--- config.mk ---
export PLATFORM = sky130hd
export DESIGN_NAME = load_fsm_nch
export DESIGN_NICKNAME = d
export VERILOG_FILES = /design/src/rtl/load_fsm_nch.sv
export SDC_FILE = /design/constraint.sdc
export NUM_CORES = 1
export LEC_CHECK = 0
export ABC_AREA = 1
export CAP_MARGIN = 10
export CORE_ASPECT_RATIO = 0.8
export CORE_MARGIN = 2
export CORE_UTILIZATION = 49
export CTS_BUF_LIST = sky130_fd_sc_hd__clkbuf_8
export CTS_CLUSTER_DIAMETER = 60
export DETAILED_ROUTE_END_ITERATION = 7
export PLACE_DENSITY = 0.95
export SLEW_MARGIN = 5
export SYNTH_ARGS = -nofsm -noshare
export SYNTH_HDL_FRONTEND = slang
export SYNTH_SLANG_ARGS = --single-unit
--- constraint.sdc ---
create_clock -name CLK -period 5.7 [get_ports CLK]
set_clock_uncertainty 0.15 [all_clocks]
set_input_delay 1.71 -clock CLK [delete_from_list [all_inputs] [get_ports CLK]]
set_output_delay 1.71 -clock CLK [all_outputs]
set_load 0.05 [all_outputs]
--- src/rtl/load_fsm_nch.sv ---
// Scratchpad load sequencer: pops load instructions, fetches one scratchpad row per
// matrix row and routes each row into one of N_CH weight or input FIFOs.
//
// state | meaning
// IDLE  | waiting for an instruction; pops and latches the FIFO head when one is present
// REQ   | scratchpad read request for the current row, held until sload_hit
// PUSH  | captured row waits for its target FIFO to be non-full, then is written once
module load_fsm_nch #(
    parameter int N_CH       = 4,
    parameter int ROW_BITS   = 64,
    parameter int ROW_W      = 2,
    parameter int ADDR_W     = 32,
    parameter int ROW_STRIDE = 8,
    localparam int CH_W      = $clog2(N_CH),
    localparam int INSTR_W   = 2 + CH_W + ROW_W + ADDR_W
) (
    input  logic                      CLK,
    input  logic                      nRST,
    input  logic                      instr_empty,
    input  logic [INSTR_W-1:0]        instr_rdata,
    output logic                      instr_ren,
    output logic                      sload,
    output logic [ADDR_W-1:0]         load_addr,
    input  logic                      sload_hit,
    input  logic [ROW_BITS-1:0]       load_data,
    input  logic [N_CH-1:0]           w_full,
    output logic [N_CH-1:0]           w_wen,
    output logic [ROW_W+ROW_BITS-1:0] w_wdata,
    input  logic [N_CH-1:0]           r_full,
    output logic [N_CH-1:0]           r_wen,
    output logic [ROW_W+ROW_BITS-1:0] r_wdata,
    output logic                      new_weight,
    output logic                      busy,
    output logic                      err_op
);

    typedef enum logic [1:0] {
        IDLE = 2'd0,
        REQ  = 2'd1,
        PUSH = 2'd2
    } stateE;

    stateE                     state;
    stateE                     stateNext;
    logic                      armed;
    logic [1:0]                opReg;
    logic [CH_W-1:0]           chReg;
    logic [ROW_W-1:0]          rowsM1Reg;
    logic [ROW_W-1:0]          rowIdx;
    logic [ADDR_W-1:0]         curAddr;
    logic [ROW_W+ROW_BITS-1:0] wDataReg;
    logic [ROW_W+ROW_BITS-1:0] rDataReg;
    logic                      errOpReg;

    logic [1:0]                instrOp;
    logic [CH_W-1:0]           instrCh;
    logic [ROW_W-1:0]          instrRowsM1;
    logic [ADDR_W-1:0]         instrAddr;
    logic                      fetch;
    logic                      isWeight;
    logic                      targetFull;
    logic                      rowWrite;
    logic                      lastRow;
    logic [N_CH-1:0]           chOneHot;

    assign instrOp     = instr_rdata[INSTR_W-1 -: 2];
    assign instrCh     = instr_rdata[ADDR_W+ROW_W +: CH_W];
    assign instrRowsM1 = instr_rdata[ADDR_W +: ROW_W];
    assign instrAddr   = instr_rdata[ADDR_W-1:0];

    // armed is cleared asynchronously so the combinational pop is 0 while in reset
    assign fetch      = (state == IDLE) && !instr_empty && armed;
    assign isWeight   = (opReg == 2'b00);
    assign targetFull = isWeight ? w_full[chReg] : r_full[chReg];
    assign rowWrite   = (state == PUSH) && !targetFull;
    assign lastRow    = (rowIdx == rowsM1Reg);
    assign chOneHot   = N_CH'(1) << chReg;

    always_ff @(posedge CLK or negedge nRST) begin
        if (!nRST) begin
            state <= IDLE;
        end else begin
            state <= stateNext;
        end
    end

    always_comb begin
        stateNext  = state;
        w_wen      = '0;
        r_wen      = '0;
        new_weight = 1'b0;
        case (state)
            IDLE: begin
                if (fetch) begin
                    stateNext = instrOp[1] ? IDLE : REQ;
                end
            end
            REQ: begin
                if (sload_hit) begin
                    stateNext = PUSH;
                end
            end
            PUSH: begin
                if (rowWrite) begin
                    if (isWeight) begin
                        w_wen      = chOneHot;
                        new_weight = (rowIdx == '0);
                    end else begin
                        r_wen = chOneHot;
                    end
                    stateNext = lastRow ? IDLE : REQ;
                end
            end
            default: stateNext = IDLE;
        endcase
    end

    always_ff @(posedge CLK or negedge nRST) begin
        if (!nRST) begin
            armed     <= 1'b0;
            opReg     <= '0;
            chReg     <= '0;
            rowsM1Reg <= '0;
            rowIdx    <= '0;
            curAddr   <= '0;
            wDataReg  <= '0;
            rDataReg  <= '0;
            errOpReg  <= 1'b0;
        end else begin
            armed    <= 1'b1;
            errOpReg <= fetch && instrOp[1];
            if (fetch) begin
                opReg     <= instrOp;
                chReg     <= instrCh;
                rowsM1Reg <= instrRowsM1;
                rowIdx    <= '0;
                curAddr   <= instrAddr;
            end
            // each data register only changes for its own op, so it holds between writes
            if ((state == REQ) && sload_hit) begin
                if (isWeight) begin
                    wDataReg <= {rowIdx, load_data};
                end else begin
                    rDataReg <= {rowIdx, load_data};
                end
            end
            if (rowWrite && !lastRow) begin
                rowIdx  <= rowIdx + ROW_W'(1);
                curAddr <= curAddr + ADDR_W'(ROW_STRIDE);
            end
        end
    end

    assign instr_ren = fetch;
    assign sload     = (state == REQ);
    assign load_addr = curAddr;
    assign w_wdata   = wDataReg;
    assign r_wdata   = rDataReg;
    assign busy      = (state != IDLE);
    assign err_op    = errOpReg;

endmodule

==> summary.txt, run 1 <==
Leakage power: 5.18 nW
Crit path from: r_full[2]
Worst path required time: 3.84 ns
Overall power: 7.67 mW
Startpoint Class: input port
Max cap viols: 0
Mapped cell area: 7760 µm²
Net count after synthesis: 1,040
Unique cell type count in the Yosys netlist: 25
CP arrival: 3.33 ns
Sequential share of the synthesized area: 56.8%
Synth area leaders: dfrtp_1 57%, nand2_1 9.1%, inv_1 6.1%
Num CTS Buffers: 17
Setup TNS: 0 ns
TritonRoute pass-1 iters: 5
Top-area cell type share of the netlist area: 56.8%
GPL Wtd Cong: 0.958
Final Hold Violating Endpoints: 0
Filler cells: 1,119
CP max FO: 6
# H-tree levels: 4
Hold path start: load_addr[1]
Ant. Diodes: 0
Post-CTS sizing: 0
Largest net degree at the start of global routing: 98
Slew @ Worst Pin: 0.957 ns
Max-slew headroom at the worst pin: 35.7%
Clock Sinks: 176
Pre-CTS WS: 0.574 ns
Mapped Avg Cell Area: 8.40 µm²
Worst stage delay on the critical path: 0.40 ns
# setup viols final: 0
Iter 0 DRT Violations: 562
Die X-Extent: 145 µm
Initial Util: 49.6%
Placed Cells incl. Taps: 1,394
Min setup slack post-route: 0.507 ns
GRT Resource Usage Total: 26.1%
Die area: 16,900 µm²
Per-cell routed wire length: 15.8 µm
Max VDD drop: 490 µV
Clock transition at path regs: 0.09 ns
Clock root cell: clkbuf_8
Remaining global-route overflow: 0
NumNets Final: 1,314
Mapped Cells: 924
Clock buffer depth: 2
Outcome: finished, final reports clean
Chip Height: 117 µm
Power Density: 679 nW/µm²
Fin crit period: 5.19 ns
Vias in the first global route: 6,989
First-pass GRT wire length: 34,200 µm
WHS Path Cells: 2
Initial antenna violation count: 0
Fin. max-slew vios: 0
Hpwl dp: 16,500 µm
CTS tree: built
Detailed-route DRC error count: 0
Antenna Nets Post-Route: 0
FF-to-FF path depth: 10
Number of port buffers: 290
Number of top-level pins: 291
RSZ-0062 raised after global routing: no
Crit Path Class: in -> out
Total setup buffers inserted after CTS: 0
Hold crit path type: reg -> reg
Skew-Pair Late Insertion Delay: 0.46 ns
Placement Rows: 41
Tcrit/Tclk final: 91.1%
Max Freq: 0.193 GHz
Reg2reg start: chReg[0]
DR vias/cell: 5.07
Crit end category: output port
Most used cell, CP: nand2_1
Yosys synthesis warning count: 0
Yosys top cell by area: dfrtp_1
Hold WS: 0.338 ns
Area Overhead vs Synth: 45.8%
Post-Route WL: 22,500 µm
Slowest-stage cell, CP: clkdlybuf4s50_1
Core area: 15,600 µm²
Layout cells sized above 1: 6.36%
Number of synthesized register bits: 176
Vias: 7,228
Post-route insts no fill: 1,425
Hold_buf cts: 0
Crit path cell chain: clkdlybuf4s50_1 > nand2_1 > nand2_1 > nand2_1 > nand3_1 > nand2_1 > nand2_1 > nor3_1 > buf_12
logic make-up after synthesis:
family	Yosys count	synth area share, %
other cells	1	0.0483
fa+ha+maj	2	0.323
flops	176	56.8
xor+xnor	3	0.339
compound gates	159	10.3
simple gates	411	23.1
buf+inv	172	9.11
final timing paths:
kind                           endpoint  slack, ns
max                            r_wen[3]       0.51
min                        load_addr[1]       0.34
max reg2reg                   rowIdx[1]       3.13
min reg2reg                load_addr[1]       0.34
max in group asynchronous   r_wdata[46]       3.26
min in group asynchronous   r_wdata[19]       1.19
power breakdown:
group / internal, mW / switching, mW
Clock: 0.439 / 0.468
Combinational: 1.40 / 3.13
Sequential: 1.83 / 0.403
Yosys cell counts (all sizes together):
master	count
a21oi	66
nor2	122
clkbuf	18
nor3	10
o21ai	92
ha	2
xnor2	3
nand3	78
nand2	190
nand4	11
inv	130
conb	1
buf	24
dfrtp	176
o211ai	1
flip-flops by register name, summed over array words and instances, names as in the netlist:
register	cells
armed	1
w_wdata	66
opReg	2
rowsM1Reg	2
err_op	1
rowIdx	2
load_addr	32
state	2
r_wdata	66
chReg	2
worst max-delay path, delay by kind of cell:
family        cells  cell delay [ns]
simple gates      7             1.03
buf+inv           2             0.60
stage by stage:
step / instance area, µm² / util (%)
6_report: 11300 / 72.3
5_1_grt: 11300 / 72.3
4_1_cts: 11300 / 72.3
3_5_place_dp: 10900 / 69.6
3_3_place_gp: 10900 / 69.6
2_1_floorplan: 7760 / -
metal layers:
layer / global-route usage [%] / routed length (µm) / vias up
met5: 0 / 0 / -
met4: 10.6 / 614 / 0
met3: 8.28 / 1980 / 50
met2: 43.8 / 11100 / 310
met1: 31.7 / 8860 / 3412
li1: - / - / 3456
layout by cell type (no fill, tap or decap), drive strengths merged, types with 17 or more instances in the layout:
cell type	n
nor2	122
clkdlybuf4s50	279
buf	18
clkbuf	17
nand3	78
a21oi	66
dfrtp	176
inv	136
o21ai	92
nand2	190
layout make-up:
type / instances / area, µm² / area share, %
clock buffer: 17 / 234 / 2.07
inverter: 130 / 488 / 4.32
clock inverter: 14 / 178 / 1.57
sequential: 176 / 4400 / 39.0
tap: 215 / 269 / 2.38
multi-input combinational: 576 / 2670 / 23.6
timing repair buffer: 297 / 3070 / 27.1
No activity file was read; power rests on OpenSTA's default activity.
==> inputs of run 2 (changes only) <==
--- a/config.mk
+++ b/config.mk
@@ -14,7 +14,7 @@
 export CTS_CLUSTER_DIAMETER = 60
 export DETAILED_ROUTE_END_ITERATION = 7
 export PLACE_DENSITY = 0.95
-export SLEW_MARGIN = 5
+export SLEW_MARGIN = 20
 export SYNTH_ARGS = -nofsm -noshare
 export SYNTH_HDL_FRONTEND = slang
 export SYNTH_SLANG_ARGS = --single-unit
==> results of run 2 <==
No change in the layout: final DEF, timing and power equal those of run 1.
